### config.mk
export PLATFORM = sky130hd
export DESIGN_NAME = crc10_pkt_monitor
export DESIGN_NICKNAME = d
export VERILOG_FILES = /design/src/rtl/crc10_pkt_monitor.sv
export SDC_FILE = /design/constraint.sdc
export NUM_CORES = 1
export LEC_CHECK = 0
export ABC_AREA = 1
export CORE_ASPECT_RATIO = 0.6
export CORE_UTILIZATION = 34
export CTS_CLUSTER_SIZE = 40
export DETAILED_ROUTE_END_ITERATION = 8
export HOLD_SLACK_MARGIN = 0.06
export MAX_ROUTING_LAYER = met4
export PLACE_DENSITY_LB_ADDON = 0.05
export SETUP_SLACK_MARGIN = 0.02
export SYNTH_ARGS = -nofsm -noshare
export SYNTH_HDL_FRONTEND = slang
export SYNTH_SLANG_ARGS = --single-unit
### constraint.sdc
create_clock -name clk_390p625M -period 2 [get_ports clk_390p625M]
set_input_delay 0.4 -clock clk_390p625M [delete_from_list [all_inputs] [get_ports clk_390p625M]]
set_output_delay 0.4 -clock clk_390p625M [all_outputs]
set_load 0.01 [all_outputs]
### src/rtl/crc10_pkt_monitor.sv
// crc10_pkt_monitor
// Downstream companion of the CRC10 checker. It counts packets per statistics
// window, snapshots the checker's error count at every window end, pulses
// packet_count_overflow to clear that checker counter, and runs a hysteretic
// link-alarm state machine on consecutive packet verdicts.
//
// Ports:
//   clk_390p625M          in   decoder clock
//   rst                   in   synchronous, active-high reset
//   pkt_tail              in   one-cycle strobe in the frame's DATA_TAIL cycle
//   check_result          in   CRC verdict (1 = good), valid one cycle after pkt_tail
//   error_packet_cnt      in   checker's saturating error count, valid with the verdict
//   stat_clr              in   software statistics clear (level or pulse)
//   packet_count_overflow out  one-cycle pulse clearing the checker error counter
//   total_pkt_cnt         out  packets seen in the current window
//   err_snapshot          out  error count captured at the last window end
//   snapshot_valid        out  a snapshot has been taken since reset
//   link_alarm            out  1 = link in alarm state
//   bad_run               out  consecutive bad verdicts, saturating at 15
module crc10_pkt_monitor #(
    parameter int PKT_CNT_W = 22,
    parameter int ERR_CNT_W = 22,
    parameter int BAD_TH    = 4,
    parameter int GOOD_TH   = 16
) (
    input  logic                 clk_390p625M,
    input  logic                 rst,
    input  logic                 pkt_tail,
    input  logic                 check_result,
    input  logic [ERR_CNT_W-1:0] error_packet_cnt,
    input  logic                 stat_clr,
    output logic                 packet_count_overflow,
    output logic [PKT_CNT_W-1:0] total_pkt_cnt,
    output logic [ERR_CNT_W-1:0] err_snapshot,
    output logic                 snapshot_valid,
    output logic                 link_alarm,
    output logic [3:0]           bad_run
);

    typedef enum logic [0:0] {
        ST_OK    = 1'b0,
        ST_ALARM = 1'b1
    } state_t;

    localparam logic [3:0]           BAD_LAST  = 4'(BAD_TH - 1);
    localparam logic [7:0]           GOOD_LAST = 8'(GOOD_TH - 1);
    localparam logic [PKT_CNT_W-1:0] CNT_MAX   = {PKT_CNT_W{1'b1}};
    localparam logic [PKT_CNT_W-1:0] CNT_ONE   = PKT_CNT_W'(1);
    localparam logic [PKT_CNT_W-1:0] CNT_ZERO  = {PKT_CNT_W{1'b0}};

    state_t                 state_r;
    state_t                 state_s;
    logic                   tail_d_r;
    logic [7:0]             good_run_r;
    logic [7:0]             good_run_s;
    logic [3:0]             bad_run_r;
    logic [3:0]             bad_run_s;
    logic [3:0]             bad_inc_s;
    logic                   alarm_s;
    logic [PKT_CNT_W-1:0]   total_pkt_cnt_r;
    logic [ERR_CNT_W-1:0]   err_snapshot_r;
    logic                   snapshot_valid_r;
    logic                   overflow_r;
    logic                   wrap_s;

    // Verdict and error count arrive one cycle after pkt_tail; align to them.
    always_ff @(posedge clk_390p625M) begin
        if (rst) begin
            tail_d_r <= 1'b0;
        end else begin
            tail_d_r <= pkt_tail;
        end
    end

    // Window wraps when a packet lands while the counter is all-ones.
    assign wrap_s = tail_d_r & (total_pkt_cnt_r == CNT_MAX);

    // Packet counter, window-end snapshot and checker-clear pulse.
    // stat_clr outranks a coincident packet: that packet is simply not counted.
    always_ff @(posedge clk_390p625M) begin
        if (rst) begin
            total_pkt_cnt_r  <= CNT_ZERO;
            err_snapshot_r   <= {ERR_CNT_W{1'b0}};
            snapshot_valid_r <= 1'b0;
            overflow_r       <= 1'b0;
        end else if (stat_clr) begin
            total_pkt_cnt_r  <= CNT_ZERO;
            overflow_r       <= 1'b1;
        end else if (tail_d_r) begin
            total_pkt_cnt_r  <= total_pkt_cnt_r + CNT_ONE;
            if (wrap_s) begin
                err_snapshot_r   <= error_packet_cnt;
                snapshot_valid_r <= 1'b1;
                overflow_r       <= 1'b1;
            end else begin
                overflow_r       <= 1'b0;
            end
        end else begin
            overflow_r       <= 1'b0;
        end
    end

    // Saturating increment of the consecutive-bad counter.
    always_comb begin
        bad_inc_s = (bad_run_r == 4'd15) ? 4'd15 : (bad_run_r + 4'd1);
    end

    // Alarm FSM state and run-counter register.
    always_ff @(posedge clk_390p625M) begin
        if (rst) begin
            state_r    <= ST_ALARM;
            good_run_r <= 8'd0;
            bad_run_r  <= 4'd0;
        end else begin
            state_r    <= state_s;
            good_run_r <= good_run_s;
            bad_run_r  <= bad_run_s;
        end
    end

    // Alarm FSM next state: verdicts are processed even under stat_clr.
    always_comb begin
        state_s    = state_r;
        good_run_s = good_run_r;
        bad_run_s  = bad_run_r;
        if (tail_d_r) begin
            case (state_r)
                ST_OK: begin
                    good_run_s = 8'd0;
                    if (check_result) begin
                        bad_run_s = 4'd0;
                    end else begin
                        bad_run_s = bad_inc_s;
                        if (bad_run_r >= BAD_LAST) begin
                            state_s = ST_ALARM;
                        end else begin
                            state_s = ST_OK;
                        end
                    end
                end
                ST_ALARM: begin
                    if (check_result) begin
                        bad_run_s = 4'd0;
                        if (good_run_r >= GOOD_LAST) begin
                            state_s    = ST_OK;
                            good_run_s = 8'd0;
                        end else begin
                            good_run_s = good_run_r + 8'd1;
                        end
                    end else begin
                        good_run_s = 8'd0;
                        bad_run_s  = bad_inc_s;
                    end
                end
                default: begin
                    state_s    = ST_ALARM;
                    good_run_s = 8'd0;
                    bad_run_s  = 4'd0;
                end
            endcase
        end else begin
            state_s    = state_r;
            good_run_s = good_run_r;
            bad_run_s  = bad_run_r;
        end
    end

    // Alarm FSM output decode (from the state register only).
    always_comb begin
        alarm_s = (state_r == ST_ALARM);
    end

    assign packet_count_overflow = overflow_r;
    assign total_pkt_cnt         = total_pkt_cnt_r;
    assign err_snapshot          = err_snapshot_r;
    assign snapshot_valid        = snapshot_valid_r;
    assign link_alarm            = alarm_s;
    assign bad_run               = bad_run_r;

endmodule

Word level (Yosys, flattened, before mapping)
Index checks and enable logic that the tools add are counted.
{"block": "word_totals", "register_bits": 60, "input_bits": 27}
{"block": "op_classes", "n_bitwise": 3, "muxes": 13, "n_reduce_logical": 2, "order_cmp": 2, "eq_ne": 2, "addsub": 3}
{"operator": "$add A22 B1 Y22 const B", "count": 1}
{"operator": "$eq A22 B22 Y1 const B", "count": 1}
{"operator": "$mux W8", "count": 2}
{"operator": "$pmux W8 S2", "count": 1}
{"operator": "$add A8 B1 Y8 const B", "count": 1}
{"operator": "$ge A8 B4 Y1 const B", "count": 1}
{"operator": "$mux W4", "count": 2}
{"operator": "$mux W1", "count": 7}
{"operator": "$add A4 B1 Y4 const B", "count": 1}
{"operator": "$eq A4 B4 Y1 const B", "count": 1}
{"operator": "$ge A4 B2 Y1 const B", "count": 1}
{"operator": "$reduce_and A3 Y1", "count": 1}
{"operator": "$not A1 Y1", "count": 2}
{"operator": "$pmux W1 S2", "count": 1}
{"operator": "$reduce_or A2 Y1", "count": 1}
{"operator": "$and A1 B1 Y1", "count": 1}

Longest topological paths before layout
Gate-level depths: netlist of run 1.
{"block": "logic_depth", "ltp_word": 5, "mapped_depth": 10, "depth_no_buf": 10}

Worst setup path after synthesis of run 1
Ideal clock, no wire load.
{"block": "synth_timing", "kind": "reg-to-reg", "from": "register total_pkt_cnt_r[1] (netlist: total_pkt_cnt[1])", "to": "register err_snapshot_r[12] (netlist: err_snapshot[12])", "path_buffers": 1, "setup_slack_ns": 0.472, "t_arrival_ns": 1.418, "path_stages_with_launch": 10, "required_ns": 1.890, "cell_sequence": "dfxtp_1 ha_1 inv_1 nor2_1 nand3_2 nor2_4 buf_4 nand4_1 nand2_1 nor2_1"}
{"block": "synth_between", "elab_chain_cells": 3}
{"element": "start: declaration", "line": "60", "source": "logic [PKT_CNT_W-1:0] total_pkt_cnt_r;"}
{"element": "start signal: assignment", "line": "90", "source": "total_pkt_cnt_r <= total_pkt_cnt_r + CNT_ONE;"}
{"element": "$eq A22 B22 Y1", "line": "76", "source": "assign wrap_s = tail_d_r & (total_pkt_cnt_r == CNT_MAX);"}
{"element": "$and A1 B1 Y1", "line": "76"}
{"element": "$reduce_and A3 Y1 (no line)"}
{"element": "end signal: assignment", "line": "83", "source": "err_snapshot_r <= {ERR_CNT_W{1'b0}};"}
{"element": "end signal: assignment", "line": "92", "source": "err_snapshot_r <= error_packet_cnt;"}
{"element": "end: declaration", "line": "61", "source": "logic [ERR_CNT_W-1:0] err_snapshot_r;"}
No other way between the ends.
A chain may end at the register's enable or synchronous reset.

Worst setup path in the final report of run 1
{"block": "layout_timing", "from": "register total_pkt_cnt_r[15] (netlist: total_pkt_cnt[15])", "to": "output port total_pkt_cnt[15]"}
{"element": "end: declaration", "line": "33", "source": "output logic [PKT_CNT_W-1:0] total_pkt_cnt,"}
No word-level cell between the ends.

==> results.yml, run 1 <==
floorplanning:
  core_area_um2: 8588
  start_util: 0.3545
  die_x_um: 124.2
  fp.dieH_um: 75.30
  rows: 26
  die_area_um2: 9348
  ios: 78
synthesis:
  synth_top_family_by_area: "simple AND/OR/NAND/NOR gates"
  post_synth_mux_area_share: 0
  yosysWarnings: 0
  synth-xor-area-share: 0.01151
  ys_seq_elements: 60
  ys_seq_area_frac: 0.3946
  synth_compound_area_frac: 0.05467
  synth_fa_ha_area_frac: 0.01233
  synthesis.area_per_instance_um2: 6.661
  yosys.area_share.simple: 0.3744
  netlist_area_um2: 3044
  synth_cells: 457
  syn_nets: 487
  synth_cell_type_count: 29
sta:
  worst_slack_ps: 257.1
  fin_crit_sh: 0.8715
  rsz0062_at_grt: "false"
  slew_headroom: 0.6858
  drv_slew: 0
  setup_violations: 0
  skew_ps: 4.866
  setup_tns_ps: 0
  tightest_slew_ps: 469.5
  fmax_mhz: 573.8
  hold_viol: 0
  period_needed_ps: 1743
setup_path:
  crit_type: "reg -> out"
  cp_cell_sequence: "clkdlybuf4s50_1"
  slowest_stage: "clkdlybuf4s50_1"
  critPathBufInv: 1
  arrival_ps: 1340
  crit_family: "buffers and inverters"
  cp.required_ps: 1600
  end_kind: "output port"
  cp_slowest_stage_delay_ps: 580
  path_max_fanout: 6
  path_depth: 1
  reg2reg_depth: 9
  start_kind: "register"
cts:
  cts_tree: "yes"
  clock-sinks: 60
  numCtsBuffers: 9
  cts_root_buf: "clkbuf_16"
  post_cts_buffers: 0
  hold_buffers: 0
  clk_latency_ps: 320
  cts_buffer_depth: 2
  cts-resized-gates: 0
  clk_pin_slew_worst_paths_ps: 50
  htreeDepth: 3
grt:
  grt_pass1_vias: 2685
  grt-ovfl-total: 0
  grtUsageTotal: 0.1890
  grt_max_degree: 30
  grt_pass1_wl_um: 12880
  antenna_found_initial: 0
place:
  place_ws_ps: 269.1
  gp_congestion: 0.8631
  hpwl_um: 5709
  io_buffers: 77
drt:
  drt-initial-drc-count: 166
  wl_per_cell_um: 12.12
  route.detailed.drc: 0
  wirelength_um: 7960
  firstDrtPassIters: 5
  via_count: 3002
  vias_per_cell: 4.569
  ant_nets: 0
pwr:
  p_sw_frac: 0.1911
  power_mw: 3.171
  p_seq_frac: 0.381
  powerDensity_nw_per_um2: 731.1
  power_frac_clock: 0.569
  p_int_mw: 2.565
  p_leak_nw: 1.753
  vdd_ir_drop_max_mv: 0.4493
  p_switching_uw: 606.1
  p_comb_frac: 0.049
finish:
  drive_gt1_frac: 0.1009
  final_nets: 570
  area_delta_synth_final_pct: 42.50
  diodes: 0
  fill_cells: 848
job:
  drv_cap: 0
status:
  outcome: "complete, no violations"
min_path:
  hold_depth: 2
  worstHoldPathType: "reg -> reg"
[state kept, by name (all words and copies together) (netlist names)]
| name | cells |
|---|---|
| tail_d_r | 1 |
| packet_count_overflow | 1 |
| snapshot_valid | 1 |
| link_alarm | 1 |
| bad_run | 4 |
| err_snapshot | 22 |
| total_pkt_cnt | 22 |
| good_run_r | 8 |
[layer usage]
metal,GRT usage,share of wire
met2,0.2468,0.38
met1,0.2752,0.55
met3,0.05838,0.068
met5,-,0
met4,0.04762,0.0046
[kinds of logic (layout without fill, tap and decap cells)]
logic type | count (synthesis) | count (layout)
flip-flops | 60 | 60
AND/OR/NAND/NOR | 245 | 245
XOR/XNOR | 4 | 4
adder cells (fa/ha/maj) | 3 | 3
buffers and inverters | 115 | 203
AO/OA/AOI/OAI | 30 | 30
[Yosys cell counts]
| library cell | number | share of area |
|---|---|---|
| nor2_2 | 2 | 0.0041 |
| nand4_4 | 1 | 0.0070 |
| nor3_1 | 6 | 0.0099 |
| nand3_1 | 20 | 0.033 |
| ha_1 | 3 | 0.012 |
| a22oi_1 | 2 | 0.0049 |
| o21ai_0 | 7 | 0.012 |
| nand4_1 | 29 | 0.060 |
| buf_2 | 2 | 0.0033 |
| buf_6 | 3 | 0.011 |
| a211oi_1 | 1 | 0.0025 |
| nand3_2 | 1 | 0.0033 |
| inv_1 | 96 | 0.12 |
| clkinv_1 | 1 | 0.0012 |
| nand2_1 | 85 | 0.10 |
| dfxtp_1 | 60 | 0.39 |
| o32ai_1 | 1 | 0.0029 |
| nor2_1 | 77 | 0.095 |
| nand2_2 | 18 | 0.037 |
| a31oi_1 | 2 | 0.0041 |
| xor2_1 | 4 | 0.012 |
| clkbuf_1 | 9 | 0.011 |
| o21a_1 | 1 | 0.0025 |
| nor2_4 | 5 | 0.018 |
| a21oi_1 | 16 | 0.026 |
| buf_1 | 1 | 0.0012 |
| inv_2 | 1 | 0.0012 |
| nand3b_1 | 1 | 0.0025 |
| buf_4 | 2 | 0.0049 |
[through the flow]
stage	util	hold WS (ps)	instance area [um2]	instances
after global placement	0.4642	425.0	3986	641
after floorplan	-	419.0	3044	457
after global routing	0.5051	463.5	4338	657
after CTS	0.5051	438.7	4338	657
after detailed placement	0.4642	427.6	3986	641
final	0.5051	435.1	4338	657
[path summary, 6_finish.rpt]
path / start / to / slack, ps
max: total_pkt_cnt[15] / total_pkt_cnt[15] / 260
min: good_run_r[7] / good_run_r[7] / 440
max reg2reg: total_pkt_cnt[0] / err_snapshot[20] / 320
min reg2reg: good_run_r[7] / good_run_r[7] / 440
[power groups by stage]
stage / clock network [mW] / logic, mW / registers, mW
2_1_floorplan: 0 / 0.0665 / 1.23
3_3_place_gp: 0 / 0.157 / 1.23
3_5_place_dp: 0 / 0.156 / 1.23
4_1_cts: 1.84 / 0.157 / 1.21
5_1_grt: 1.90 / 0.174 / 1.21
6_report: 1.81 / 0.156 / 1.21
[cell type report]
type	instances	area, um2	share of cell area
multi-input cells	282	1379	0.3179
clock buffers	12	256.5	0.05913
clock inverters	4	95.09	0.02192
inverters	98	367.9	0.08480
repair buffers	89	898.4	0.2071
well taps	112	140.1	0.03230
flip-flops and latches	60	1201	0.2769
[cell usage in the layout (no fill, tap or decap), types with 2 or more instances in the layout]
cell	instances
inv_1	96
nand2_1	85
nor2_1	77
clkdlybuf4s50_1	77
dfxtp_1	60
nand4_1	29
nand3_1	20
nand2_2	18
a21oi_1	16
clkbuf_16	9
buf_4	9
o21ai_0	7
nor3_1	6
nor2_4	5
xor2_1	4
ha_1	3
bufinv_16	3
buf_12	3
nor2_2	2
a31oi_1	2
a22oi_1	2
clkbuf_8	2
Note: power is estimated with default switching activity, not from simulation.
==> run 2: changes to the inputs <==
--- a/config.mk
+++ b/config.mk
@@ -8,3 +8,3 @@
 export ABC_AREA = 1
-export CORE_ASPECT_RATIO = 0.6
+export CORE_ASPECT_RATIO = 1.5
 export CORE_UTILIZATION = 34
==> constraint.sdc (replaced) <==
create_clock -name clk_390p625M -period 2 [get_ports clk_390p625M]
set_input_delay 0.6 -clock clk_390p625M [delete_from_list [all_inputs] [get_ports clk_390p625M]]
set_output_delay 0.6 -clock clk_390p625M [all_outputs]
set_load 0.01 [all_outputs]
==> run 2 against run 1 <==
Critical path depth unchanged. Wire length down 3.4%. Clock skew down 0.81 ps. Sequential cell count unchanged. Total power is 5.1% lower. Die area about the same. Via count fell by 1.4%. Critical path type unchanged.
==> results.yml, run 2 (synthesis results as in run 1) <==
status:
  outcome: "complete, no violations"
floorplanning:
  start_util: 0.3553
  ios: 78
  rows: 41
  die_area_um2: 9344
  core_area_um2: 8567
  die_x_um: 79.26
  fp.dieH_um: 117.9
grt:
  antenna_found_initial: 0
  grtUsageTotal: 0.1780
  grt_pass1_wl_um: 12580
  grt-ovfl-total: 0
  grt_pass1_vias: 2757
  grt_max_degree: 25
drt:
  route.detailed.drc: 0
  wl_per_cell_um: 11.80
  via_count: 2960
  wirelength_um: 7692
  vias_per_cell: 4.540
  drt-initial-drc-count: 134
  firstDrtPassIters: 4
  ant_nets: 0
place:
  placed_area_um2: 3968
  hpwl_um: 5403
  gp_congestion: 0.8221
  io_buffers: 77
cts:
  numCtsBuffers: 9
  cts_buffer_depth: 2
  clk_pin_slew_worst_paths_ps: 50
  htreeDepth: 3
  post_cts_buffers: 0
  clk_latency_ps: 330
  cts_root_buf: "clkbuf_16"
  clock-sinks: 60
  cts_tree: "yes"
sta:
  rsz0062_at_grt: "false"
  hold_viol: 0
  drv_slew: 0
  skew_ps: 4.055
  setup_violations: 0
  period_needed_ps: 1916
  fin_crit_sh: 0.9582
  setup_tns_ps: 0
  slew_headroom: 0.7389
  tightest_slew_ps: 390.3
  fmax_mhz: 521.8
pwr:
  vdd_ir_drop_max_mv: 0.4622
  p_leak_nw: 1.741
  powerDensity_nw_per_um2: 701.3
setup_path:
  cp_cell_sequence: "clkdlybuf4s50_1"
  crit_family: "buffers and inverters"
  cp_slowest_stage_delay_ps: 570
  start_kind: "register"
  slowest_stage: "clkdlybuf4s50_1"
  cp.required_ps: 1400
  arrival_ps: 1320
  critPathBufInv: 1
  crit_type: "reg -> out"
  end_kind: "output port"
  path_max_fanout: 5
min_path:
  worstHoldPathType: "reg -> reg"
finish:
  drive_gt1_frac: 0.1083
  diodes: 0
  final_common_cell: "inv_1"
  final_nets: 570
  design_area_um2: 4290
  mostFrequentLayoutCells: "96 x inv_1, 85 x nand2_1, 77 x nor2_1, 77 x clkdlybuf4s50_1, 56 x dfxtp_1"
  area_delta_synth_final_pct: 40.94
job:
  drv_cap: 0
run 2: report_power, final:
part / switching (mW) / internal, mW
clock network: 0.532 / 1.12
registers: 0.00603 / 1.20
logic: 0.0744 / 0.0772
run 2: worst paths after layout:
kind	from	end	slack, ps	depth (start not counted)
hold / removal	good_run_r[7]	good_run_r[7]	440	2
setup reg to reg	total_pkt_cnt[0]	err_snapshot[10]	330	9
setup / recovery	total_pkt_cnt[9]	total_pkt_cnt[9]	80	1
hold reg to reg	good_run_r[7]	good_run_r[7]	440	2
run 2: routing by layer:
| layer | up-vias | GRT usage | routed length, um |
|---|---|---|---|
| met5 | - | - | 0 |
| met4 | 0 | 0.08523 | 208 |
| met3 | 16 | 0.05116 | 395 |
| met2 | 72 | 0.2883 | 3742 |
| met1 | 1307 | 0.1973 | 3346 |
| li1 | 1565 | - | - |
run 2: metrics by stage:
step	worst slack, ps	cells	utilization	total power [mW]	hold slack [ps]
floorplan	471.9	457	-	1.298	419.0
global placement	154.0	636	0.4631	1.386	426.8
detailed placement	138.4	636	0.4631	1.386	433.0
CTS	40.78	652	0.5002	3.050	441.6
global route	29.50	652	0.5008	3.113	468.9
finish	83.69	652	0.5008	3.009	438.6
run 2: layout make-up:
type,count,area [um2]
Tap cell,107,133.9
Inverter,98,367.9
Fill cell,884,4277
Multi-Input combinational cell,282,1379
Sequential cell,60,1206
Timing Repair Buffer,89,885.9
Clock buffer,11,242.7
Clock inverter,5,75.07
run 2: what timing repair did:
action	CTS	global route
endpoints found under the setup margin	0	4
resized for setup	0	4
hold buffers	0	0
==> run 3: changes to the inputs <==
- CORE_MARGIN: unset -> 5
==> run 3 against run 2 <==
Core utilization is 0.66 points lower. Wire length is 4.3% higher. Cell area is 1.1% higher. First-iteration DRC count is 43% lower. Sequential cell count stayed put. Largest power group unchanged.
==> results.yml, run 3 (synthesis results as in run 1) <==
status:
  outcome: "complete, no violations"
place:
  place_ws_ps: 106.4
  hpwl_um: 5828
  gp_congestion: 0.8292
  io_buffers: 77
floorplanning:
  die_area_um2: 10990
  die_x_um: 87.26
  rows: 42
  fp.dieH_um: 125.9
  ios: 78
  start_util: 0.3469
  core_area_um2: 8776
drt:
  routedLengthMet1_um: 3466
  wl_per_cell_um: 12.23
  vias_per_cell: 4.578
  ant_nets: 0
  via_count: 3003
  route.detailed.drc: 0
  drt-initial-drc-count: 77
  dr_wl_met3_um: 498
  firstDrtPassIters: 5
  wirelength_um: 8021
  met2_wirelength_um: 3865
  top_layer_used: "met4"
setup_path:
  cp_cell_sequence: "clkdlybuf4s50_1"
  crit_type: "reg -> out"
  end_kind: "output port"
  slowest_stage: "clkdlybuf4s50_1"
  start_kind: "register"
  crit_family: "buffers and inverters"
  cp.required_ps: 1400
  cp_slowest_stage_delay_ps: 570
  arrival_ps: 1320
  critPathBufInv: 1
  path_max_fanout: 6
pwr:
  p_sw_frac: 0.2014
  p_seq_frac: 0.382
  power_frac_clock: 0.571
  vdd_ir_drop_max_mv: 0.4493
  p_switching_uw: 637.6
  p_leak_nw: 1.757
  p_comb_frac: 0.047
  p_int_mw: 2.528
  powerDensity_nw_per_um2: 730.0
cts:
  clk_pin_slew_worst_paths_ps: 60
  numCtsBuffers: 9
  clk_latency_ps: 330
  cts_buffer_depth: 2
  clock-sinks: 60
  cts_tree: "yes"
  htreeDepth: 3
  cts_root_buf: "clkbuf_16"
finish:
  final_common_cell: "inv_1"
  drive_gt1_frac: 0.1154
  final_nets: 571
  mostFrequentLayoutCells: "96 x inv_1, 85 x nand2_1, 77 x nor2_1, 77 x clkdlybuf4s50_1, 54 x dfxtp_1"
  diodes: 0
  area_delta_synth_final_pct: 42.46
grt:
  antenna_found_initial: 0
  grt-ovfl-total: 0
  grt_pass1_wl_um: 13660
  grt_pass1_vias: 2945
  grt_max_degree: 25
  grtUsageTotal: 0.1600
min_path:
  worstHoldPathType: "reg -> reg"
sta:
  setup_violations: 0
  drv_slew: 0
  setup_tns_ps: 0
  slew_headroom: 0.7279
  hold_viol: 0
  rsz0062_at_grt: "false"
  skew_ps: 7.248
  worst_slack_ps: 76.11
  fin_crit_sh: 0.9619
  tightest_slew_ps: 407.7
  fmax_mhz: 519.8
  period_needed_ps: 1924
job:
  drv_cap: 0
[run 3: cell count changes in the layout (fill, tap and decap cells not counted), sizes merged]
cell | before | now
bufinv | 2 | 3
buf | 12 | 13
clkinv | 4 | 3
clkinvlp | 0 | 1
clkbuf | 11 | 10
[run 3: through the flow]
step | hold slack [ps] | instances | total power [mW] | instance area, um2 | utilization
global route | 463.2 | 656 | 3.286 | 4337 | 0.4942
CTS | 437.8 | 656 | 3.219 | 4329 | 0.4933
finish | 434.3 | 656 | 3.166 | 4337 | 0.4942
global placement | 423.7 | 640 | 1.386 | 3979 | 0.4534
detailed placement | 430.7 | 640 | 1.385 | 3979 | 0.4534
floorplan | 419.0 | 457 | 1.298 | 3044 | -
[run 3: final cells by class]
class	instances	area [um2]
Multi-Input combinational cell	282	1379
Timing Repair Buffer	90	893.4
Inverter	98	367.9
Sequential cell	60	1209
Fill cell	890	4439
Clock inverter	6	111.4
Clock buffer	10	239.0
Tap cell	110	137.6
[run 3: worst paths after layout]
path                      start           endpoint  slack [ps]  depth (start not counted)
setup / recovery     bad_run[2]         bad_run[2]          80                          1
hold / removal    good_run_r[5]      good_run_r[5]         430                          2
setup reg to reg       tail_d_r  total_pkt_cnt[14]         330                          6
hold reg to reg   good_run_r[5]      good_run_r[5]         430                          2
[run 3: power by group through the flow]
stage          clock network, mW  registers [mW]  logic, mW
6_report                    1.81            1.21      0.149
5_1_grt                     1.91            1.21      0.167
4_1_cts                     1.86            1.21      0.152
3_5_place_dp                   0            1.23      0.151
3_3_place_gp                   0            1.23      0.152
2_1_floorplan                  0            1.23     0.0665
[run 3: timing repair]
| item | CTS | global route |
|---|---|---|
| hold buffers | 0 | 0 |
| resized for setup | 0 | 6 |
| setup endpoints to repair | 0 | 6 |
| hold endpoints to repair | 0 | 0 |
| setup buffers | 0 | 0 |
[run 3: routing by layer]
layer / global-route usage / vias to the layer above
met2: 0.2571 / 92
met3: 0.03922 / 18
met4: 0.07317 / 0
met1: 0.1850 / 1329
li1: - / 1564
met5: - / -
==> edit, RTL diff (settings of run 3) <==
Set the parameter `PKT_CNT_W` to 11 (it was 22).
--- a/src/rtl/crc10_pkt_monitor.sv
+++ b/src/rtl/crc10_pkt_monitor.sv
@@ -20,3 +20,3 @@
 module crc10_pkt_monitor #(
-    parameter int PKT_CNT_W = 22,
+    parameter int PKT_CNT_W = 11,
     parameter int ERR_CNT_W = 22,
Ports: changed (resized total_pkt_cnt); port bits go from 78 to 67. The function was not compared with the original's and may differ.
==> edit against run 3 <==
Non-clock buffer count shrank 15. First-iteration DRC count shrank 5.2%. Total power shrank 40%. Clock skew shrank 0.00071 ns. Hold slack gained 0.0078 ns. Setup slack gained 0.043 ns. Sequential cell count shrank 11. Wire length shrank 36%. Cell area shrank 29%. Synthesized area shrank 29%. Synthesized cell count shrank 33%. Sequential power shrank 18%.
==> edit: results <==
metrics = {
    "status": {
        "outcome": "completed",
    },
    "cts": {
        "clockRootBuffer": "clkbuf_8",
        "worstSkewPairLatency_ns": 0.30,
        "numCtsBuffers": 5,
        "clk_pin_slew_ns": 0.09,
        "htreeDepth": 2,
    },
    "pwr": {
        "power.clock.total_w": 0.000742,
        "leakage_nw": 1.236,
        "seqPwrFrac_pct": 52.5,
        "ir_drop_v": 0.0003577,
        "internal_power_w": 0.001475,
    },
    "layout": {
        "multi_input_area_share_pct": 31.05,
        "nClkBuffers": 6,
        "num-nonclk-inverters": 41,
        "final_nets": 406,
        "non_clock_buffer_count": 75,
        "largest_reg_flops": 22,
        "multi_input_cells": 204,
        "buf_share_pct": 24.94,
        "clkCellAreaFrac_pct": 3.912,
        "fillers": 622,
        "stdcell_area_sq_um": 3070,
        "seq_area_sq_um": 984.7,
        "drive_above_1_share_pct": 7.162,
    },
    "worst_setup_path": {
        "worst-path-max-fanout": 5,
    },
    "detailed_routing": {
        "routedWlPerCell_microns": 11.30,
        "remaining_drc_errors": 0,
        "met3_wirelength_microns": 301,
        "drtPass1Iterations": 4,
        "routed_wl_mm": 5.098,
        "wl_met1_mm": 2.293,
        "routed-wl-met2_mm": 2.413,
        "avgViaCountPerCell": 4.639,
    },
    "global_route": {
        "globalRouteMet1Util_pct": 16.70,
        "grt_max_degree": 46,
        "first_global_vias": 1989,
        "grt_usage_pct": 13.89,
        "grt_pass1_wl_mm": 8.832,
        "grt_use_met3_pct": 2.710,
        "grtUsageMet2_pct": 22.69,
    },
    "place": {
        "placed_cell_area_sq_um": 2947,
        "io_buffers": 66,
        "dpl_worst_slack_ns": 0.1882,
        "dp.cells": 443,
    },
    "synthesis": {
        "synthAdderAreaFrac_pct": 1.728,
        "synth_xor_area_share_pct": 0.4032,
        "synth_area_leaders": "dfxtp_1 (45%), nand2_1 (10%), a21oi_1 (8.5%)",
        "yosys-top-cells-count": "nand2_1 (58), dfxtp_1 (49), nor2_1 (45)",
        "syn_nets": 337,
        "syn_inst": 307,
        "ys_seq_elements": 49,
        "ys_seq_area_share_pct": 45.16,
        "synth_compound_gate_area_share_pct": 12.50,
        "yosysUniqueCellTypes": 24,
    },
    "floorplan": {
        "num_rows": 35,
    },
    "timing": {
        "worstMarginPinSlew_ns": 0.3052,
        "finClkSkew_ns": 0.006541,
    },
}
[edit: cell types whose count changed in the layout (fill, tap and decap cells not counted), sizes merged, moves of 6 or more]
cell	run 3	this run
nand3	21	29
nand2	103	60
dfxtp	60	49
inv	97	41
nand4	30	3
o21ai	7	13
clkdlybuf4s50	77	66
nor2	84	48
a21oi	16	37
[edit: worst paths after layout]
| path | cells past startpoint | end | from | slack, ns |
|---|---|---|---|---|
| worst max register to register | 9 | err_snapshot[2] | total_pkt_cnt[0] | 0.40 |
| worst min-delay path | 2 | good_run_r[6] | good_run_r[6] | 0.44 |
| worst max-delay path | 1 | total_pkt_cnt[0] | total_pkt_cnt[0] | 0.12 |
| worst min register to register | 2 | good_run_r[6] | good_run_r[6] | 0.44 |
[edit: through the flow]
step / hold WS (ns) / power (W)
6_report: 0.4422 / 0.001890
5_1_grt: 0.4681 / 0.001988
4_1_cts: 0.4442 / 0.001933
3_5_place_dp: 0.4282 / 0.001173
3_3_place_gp: 0.4262 / 0.001172
2_1_floorplan: 0.4181 / 0.001081
